$ cat src/rtl/trap_seq_ctrl.sv
// Trap sequencing controller: prioritises exceptions/interrupts, drives the one-cycle
// trap-entry and MRET sequences. Optional WFI stall support: define TRAP_SEQ_WFI_EN.
module trap_seq_ctrl #(
  parameter int CAUSE_W = 4
) (
  input  logic               clk_in,
  input  logic               rst_in,
  input  logic [31:0]        pc_in,
  input  logic               instr_valid_in,
  input  logic               ill_instr_in,
  input  logic               misal_instr_in,
  input  logic               misal_load_in,
  input  logic               misal_store_in,
  input  logic               ecall_in,
  input  logic               ebreak_in,
  input  logic               mret_in,
  input  logic               wfi_in,
  input  logic               mie_in,
  input  logic               meie_in,
  input  logic               mtie_in,
  input  logic               msie_in,
  input  logic               meip_in,
  input  logic               mtip_in,
  input  logic               msip_in,
  output logic               set_epc_out,
  output logic [31:0]        epc_pc_out,
  output logic               set_cause_out,
  output logic [CAUSE_W-1:0] cause_out,
  output logic               int_or_exc_out,
  output logic               mie_clear_out,
  output logic               mie_set_out,
  output logic [1:0]         pc_src_out,
  output logic               flush_out,
  output logic               instret_inc_out
);

  localparam logic [1:0] PC_SEQ   = 2'b00;
  localparam logic [1:0] PC_MTVEC = 2'b01;
  localparam logic [1:0] PC_EPC   = 2'b10;
  localparam logic [1:0] PC_HOLD  = 2'b11;

`ifdef TRAP_SEQ_WFI_EN
  typedef enum logic [1:0] {OPERATING, TRAP_TAKEN, TRAP_RETURN, WFI_STALL} state_t;
`else
  typedef enum logic [1:0] {OPERATING, TRAP_TAKEN, TRAP_RETURN} state_t;
`endif

  state_t state;

  // Interrupt sources before the global mstatus.MIE gate; WFI wake-up ignores MIE.
  logic ext_pend, sw_pend, tmr_pend, any_pend;
  assign ext_pend = meie_in & meip_in;
  assign sw_pend  = msie_in & msip_in;
  assign tmr_pend = mtie_in & mtip_in;
  assign any_pend = ext_pend | sw_pend | tmr_pend;

  logic [CAUSE_W-1:0] irq_cause;
  logic [CAUSE_W-1:0] trap_cause;
  logic               trap_is_int;
  logic               trap_hit;

  // NOTE: every signal gets a default at the top of always_comb so no latch is inferred.
  always_comb begin
    irq_cause = CAUSE_W'(7);
    if (ext_pend)     irq_cause = CAUSE_W'(11);
    else if (sw_pend) irq_cause = CAUSE_W'(3);

    trap_hit    = 1'b1;
    trap_is_int = 1'b0;
    trap_cause  = '0;
    if (misal_instr_in)        trap_cause = CAUSE_W'(0);
    else if (ill_instr_in)     trap_cause = CAUSE_W'(2);
    else if (ebreak_in)        trap_cause = CAUSE_W'(3);
    else if (misal_load_in)    trap_cause = CAUSE_W'(4);
    else if (misal_store_in)   trap_cause = CAUSE_W'(6);
    else if (ecall_in)         trap_cause = CAUSE_W'(11);
    else if (mie_in && any_pend) begin
      trap_cause  = irq_cause;
      trap_is_int = 1'b1;
    end else begin
      trap_hit = 1'b0;
    end
  end

`ifndef TRAP_SEQ_WFI_EN
  logic wfi_unused;
  assign wfi_unused = wfi_in;
`endif

  // NOTE: sequential state uses non-blocking assignments only, so every read in this
  // block sees the pre-edge value regardless of statement order.
  always_ff @(posedge clk_in) begin
    // NOTE: reset is synchronous; epc/cause are plain registers and are cleared here too.
    if (rst_in) begin
      state           <= OPERATING;
      set_epc_out     <= 1'b0;
      epc_pc_out      <= '0;
      set_cause_out   <= 1'b0;
      cause_out       <= '0;
      int_or_exc_out  <= 1'b0;
      mie_clear_out   <= 1'b0;
      mie_set_out     <= 1'b0;
      pc_src_out      <= PC_SEQ;
      flush_out       <= 1'b0;
      instret_inc_out <= 1'b0;
    end else begin
      set_epc_out     <= 1'b0;
      set_cause_out   <= 1'b0;
      mie_clear_out   <= 1'b0;
      mie_set_out     <= 1'b0;
      pc_src_out      <= PC_SEQ;
      flush_out       <= 1'b0;
      instret_inc_out <= 1'b0;

      unique case (state)
        OPERATING: begin
          if (instr_valid_in) begin
            if (trap_hit) begin
              state          <= TRAP_TAKEN;
              epc_pc_out     <= pc_in;
              cause_out      <= trap_cause;
              int_or_exc_out <= trap_is_int;
              set_epc_out    <= 1'b1;
              set_cause_out  <= 1'b1;
              mie_clear_out  <= 1'b1;
              pc_src_out     <= PC_MTVEC;
              flush_out      <= 1'b1;
            end else if (mret_in) begin
              state           <= TRAP_RETURN;
              mie_set_out     <= 1'b1;
              pc_src_out      <= PC_EPC;
              flush_out       <= 1'b1;
              instret_inc_out <= 1'b1;
`ifdef TRAP_SEQ_WFI_EN
            end else if (wfi_in) begin
              state      <= WFI_STALL;
              pc_src_out <= PC_HOLD;
`endif
            end else begin
              instret_inc_out <= 1'b1;
            end
          end
        end
`ifdef TRAP_SEQ_WFI_EN
        WFI_STALL: begin
          if (!any_pend) begin
            pc_src_out <= PC_HOLD;
          end else if (mie_in) begin
            state          <= TRAP_TAKEN;
            epc_pc_out     <= pc_in;
            cause_out      <= irq_cause;
            int_or_exc_out <= 1'b1;
            set_epc_out    <= 1'b1;
            set_cause_out  <= 1'b1;
            mie_clear_out  <= 1'b1;
            pc_src_out     <= PC_MTVEC;
            flush_out      <= 1'b1;
          end else begin
            state           <= OPERATING;
            instret_inc_out <= 1'b1;
          end
        end
`endif
        default: state <= OPERATING;
      endcase
    end
  end

endmodule
$ cat config.mk
export PLATFORM = sky130hd
export DESIGN_NAME = trap_seq_ctrl
export DESIGN_NICKNAME = d
export VERILOG_FILES = /design/src/rtl/trap_seq_ctrl.sv
export SDC_FILE = /design/constraint.sdc
export NUM_CORES = 1
export LEC_CHECK = 0
export BUFFER_PORTS_ARGS = -buffer_cell sky130_fd_sc_hd__buf_2
export CORE_UTILIZATION = 30
export DETAILED_ROUTE_END_ITERATION = 8
export GPL_TIMING_DRIVEN = 0
export HOLD_SLACK_MARGIN = 0.1
export PLACE_DENSITY = 0.58
export SLEW_MARGIN = 0
export SYNTH_ARGS = -nofsm -noshare
export SYNTH_HDL_FRONTEND = slang
export SYNTH_SLANG_ARGS = --single-unit
$ cat constraint.sdc
create_clock -name clk_in -period 2.3 [get_ports clk_in]
set_input_delay 0.115 -clock clk_in [delete_from_list [all_inputs] [get_ports clk_in]]
set_output_delay 0.115 -clock clk_in [all_outputs]
set_load 0.03 [all_outputs]
### After elaboration in Yosys (flattened, before gate mapping)

Index checks and enable logic that the tools add are counted.

* $add $sub $neg: 0
* $mul: 0
* divide/modulo/power cells: 0
* order comparisons: 0
* equality and inequality tests: 0
* shifts and indexed selects: 0
* mux-type cells: 30
* bitwise gates (word level): 7
* reductions and logical operators: 8

Operators by type and width (number)
* 2-to-1 mux 4 bit: 8
* 2-to-1 mux 1 bit: 18
* 2-to-1 mux 2 bit: 3
* OR reduction 4 bit: 1
* AND 1 bit: 3
* 2-to-1 mux 3 bit: 1
* AND reduction 3 bit: 1
* OR reduction 3 bit: 1
* logical NOT 2 bit: 1
* NOT 1 bit: 2
* bitwise OR 1 bit: 2
* AND reduction 2 bit: 1
* nonzero test 2 bit: 1
* OR reduction 2 bit: 1
* logical AND 1 bit: 1

* bits in registers: 45
* latch bits: 0
* memory bits (writable): 0
* ROM bits: 0
* logic and storage cells: 55
* memories kept: 0

### Logic depth before layout (Yosys ltp)

* word-level depth: 13
* mapped depth: 7
* mapped depth without buffers: 4

### Least setup slack after synthesis

No wires, ideal clock.

* kind: flip-flop to flip-flop
* start point: register state[0]
* end point: register epc_pc_out[0]
* arrival time: 1.352 ns
* data required time: 2.228 ns
* setup slack: 0.876 ns
* stages on the path, launching flop included: 8
* buffers on the path: 3
* period minus slack after synthesis: 1.424 ns
* cells stage by stage: dfxtp_1 nor2_1 and2_1 clkbuf_1 o21a_1 buf_6 buf_8 mux2i_1

* word-level cells in the longest chain between the ends: 2

Ends and longest elaborated chain
* from (decl): line 48 `state_t state;`
* from (signal assigned): line 95 `state <= OPERATING;`
* from (signal assigned): line 119 `state <= TRAP_TAKEN;`
* from (signal assigned): line 129 `state <= TRAP_RETURN;`
* logical NOT 2 bit: line 115 `unique case (state)`
* AND reduction 3 bit (no line)
* to (signal assigned): line 120 `epc_pc_out <= pc_in;`
* to (decl): line 26 `output logic [31:0] epc_pc_out,`

No other way between the ends.
A chain may end at the register's enable or synchronous reset.

### Worst setup path in the final report

* start point: register state[0]
* end point: register epc_pc_out[7]

Same word-level chain as after synthesis.

==> flow_summary_export.csv <==
group,metric,value,unit
outcome,status,"completed",
route,drc,0,
floorplan,ios,95,
setup_path,worstSetupPathType,"reg2reg",
route,drtIter0Drc,33,
grt,gr-usage-all-layers,14.2,%
sta,setup_violations,0,
placement,gp_congestion,0.687,
clock_tree,cts.clk_slew.worst_paths,0.08,ns
hold_path,min_path_type,"in2reg",
sta,rsz0062_at_grt,"false",
grt,antenna_found_initial,0,
clock_tree,cts.repair.resized,0,
route,routed_wl,4760,µm
layout,layout_common_cells,"buf_2, nand2b_1, dfxtp_1, mux2i_1, dlygate4sd3_1",
layout,fin_area,0.00295,mm²
sta,fmax,609,MHz
hold_path,min_delay_path_depth,4,
route,post_drt_wl_per_cell,11.6,µm
route,drtAntennaViolNets,0,
clock_tree,cts.sinks,43,
synthesis,avgSynthCellArea,9.82,µm²
synthesis,seq_area_frac_synth,43.8,%
sta,final_hold_viol_count,0,
placement,numPortBuffers,92,
setup_path,worstPathRequired,2.52,ns
setup_path,slowest_stage,"dfxtp_1",
layout,fin_nets,382,
route,dr.pass1.iters,4,
power_and_ir_drop,p_leak,0.00138,µW
sta,fin_crit,1.64,ns
clock_tree,htree_levels,2,
sta,slew_headroom,67.4,%
floorplan,start_util,30.9,%
clock_tree,clk_latency,0.29,ns
power_and_ir_drop,pwr_density_cell,589,mW/mm²
floorplan,die_h,82.9,µm
sta,tightestPinTransition,0.489,ns
synthesis,yosys_warnings,0,
sta,final.setup.tns,0,ns
floorplan,coreArea,0.00635,mm²
setup_path,cp_slowest_stage_delay,0.30,ns
synthesis,netlist_instances,200,
grt,grt-ovfl-total,0,
route,avgViaCountPerCell,4.30,
floorplan,die_w,82.9,µm
setup_path,cp_max_fo,10,
power_and_ir_drop,ir_worst_vdd,338,µV
grt,grt_pass1_vias,1714,
sta,whs,0.114,ns
synthesis,synth_area,0.00196,mm²
grt,grt_pass1_wl,7840,µm
placement,place_hpwl,3210,µm
setup_path,cp-start-kind,"register",
sta,post-route-period-util,71.4,%
setup_path,crit_chain,"nor2_1 -> and2_1 -> clkbuf_1 -> o21a_1 -> buf_6 -> buf_8 -> mux2i_1",
layout,syn2layout_area_growth,50.3,%
clock_tree,cts-root-buf,"clkbuf_8",
sta,slew_viol_final,0,
setup_path,rr_worst_depth,7,
layout,drive_gt1_share,32.4,%
setup_path,cp-end-kind,"register",
setup_path,cp.arrival,1.86,ns
floorplan,die-area,0.00687,mm²
layout,layout_commonest_cell,"buf_2",
sta,clock_skew,0.00177,ns
clock_tree,cts_buffers,5,
synthesis,synth_seq_cells,43,
setup_path,r2r_slack,0.66,ns
clock_tree,cts_max_path_buffers,2,
synthesis,synth.distinct_cells,25,
job,drv_cap,0,
floorplan,row_count,29,
layout,diodes,0,
synthesis,syn_nets,250,
clock_tree,cts_tree,"yes",
placement,placed_cell_area,0.00252,mm²
grt,grt_max_degree,13,
route,vias,1765,
## Yosys cell counts, drive strengths merged
cell	count	area, µm²
nor4	1	6.26
mux2i	33	330
a22oi	1	7.51
o31ai	1	7.51
a21oi	2	10.0
o21bai	2	18.8
nand2	4	15.0
a2111oi	1	8.76
nor2	7	26.3
a221oi	2	17.5
clkbuf	9	33.8
and2	3	18.8
a211oi	2	15.0
o2bb2ai	1	8.76
inv	2	7.51
buf	8	86.3
nor3	6	30.0
o21ai	3	15.0
o21a	3	22.5
nand2b	65	407
dfxtp	43	861
a222oi	1	10.0
## cell type report
type | count | area (µm²)
Buffer | 17 | 120
Clock buffer | 8 | 100
Fill cell | 628 | 3400
Inverter | 2 | 7.51
Multi-Input combinational cell | 138 | 975
Sequential cell | 43 | 861
Tap cell | 77 | 96.3
Timing Repair Buffer | 125 | 791
## sequential cells by signal (all words and copies together), names as in the netlist
| register | count |
|---|---|
| mie_clear_out | 1 |
| cause_out | 4 |
| state | 2 |
| int_or_exc_out | 1 |
| flush_out | 1 |
| mie_set_out | 1 |
| epc_pc_out | 32 |
| instret_inc_out | 1 |
## logic make-up after synthesis
family                 Yosys count  share of synthesized area (%)
AND/OR/NAND/NOR                 86                           25.6
flip-flops                      43                           43.8
multiplexers                    33                           16.8
AO/OA/AOI/OAI                   19                           7.20
buffers and inverters           19                           6.50
## routing by layer
metal / track usage (%) / vias up / wire length, µm
li1: - / 923 / -
met1: 16.6 / 785 / 2080
met2: 24.7 / 52 / 2330
met3: 5.07 / 5 / 302
met4: 3.76 / 0 / 47
met5: 0 / - / 0
## worst max-delay path: cells and delay by family (launching register included)
family                 cells  cell delay [ns]
AO/OA/AOI/OAI              1             0.20
buffers and inverters      3             0.60
flip-flops                 1             0.30
multiplexers               1             0.20
AND/OR/NAND/NOR            2             0.27
## repair_timing
item                                   4_1_cts  5_1_grt
hold buffers                                33        0
endpoints found under the hold margin       34        0
setup buffers                                0        0
## report_power, final
| part | leakage, µW | internal (µW) | switching (µW) |
|---|---|---|---|
| Sequential | 0.000353 | 789 | 20.8 |
| Combinational | 0.000978 | 184 | 215 |
| Clock | 0.0000515 | 274 | 255 |
| Total | 0.00138 | 1250 | 491 |
## worst paths after layout
check / startpoint / to
max: state[0] / epc_pc_out[7]
min: misal_instr_in / cause_out[1]
max reg2reg: state[0] / epc_pc_out[7]
min reg2reg: epc_pc_out[19] / epc_pc_out[19]
## through the flow
step	instances	setup slack (ns)	utilization (%)	total power, µW
after floorplan	200	0.876	-	1070
after global placement	369	0.613	39.7	1180
after detailed placement	369	0.602	39.7	1190
after CTS	410	0.622	46.5	1760
after global routing	410	0.482	46.5	1830
final	410	0.657	46.5	1740
Note: power is estimated with default switching activity, not from simulation.
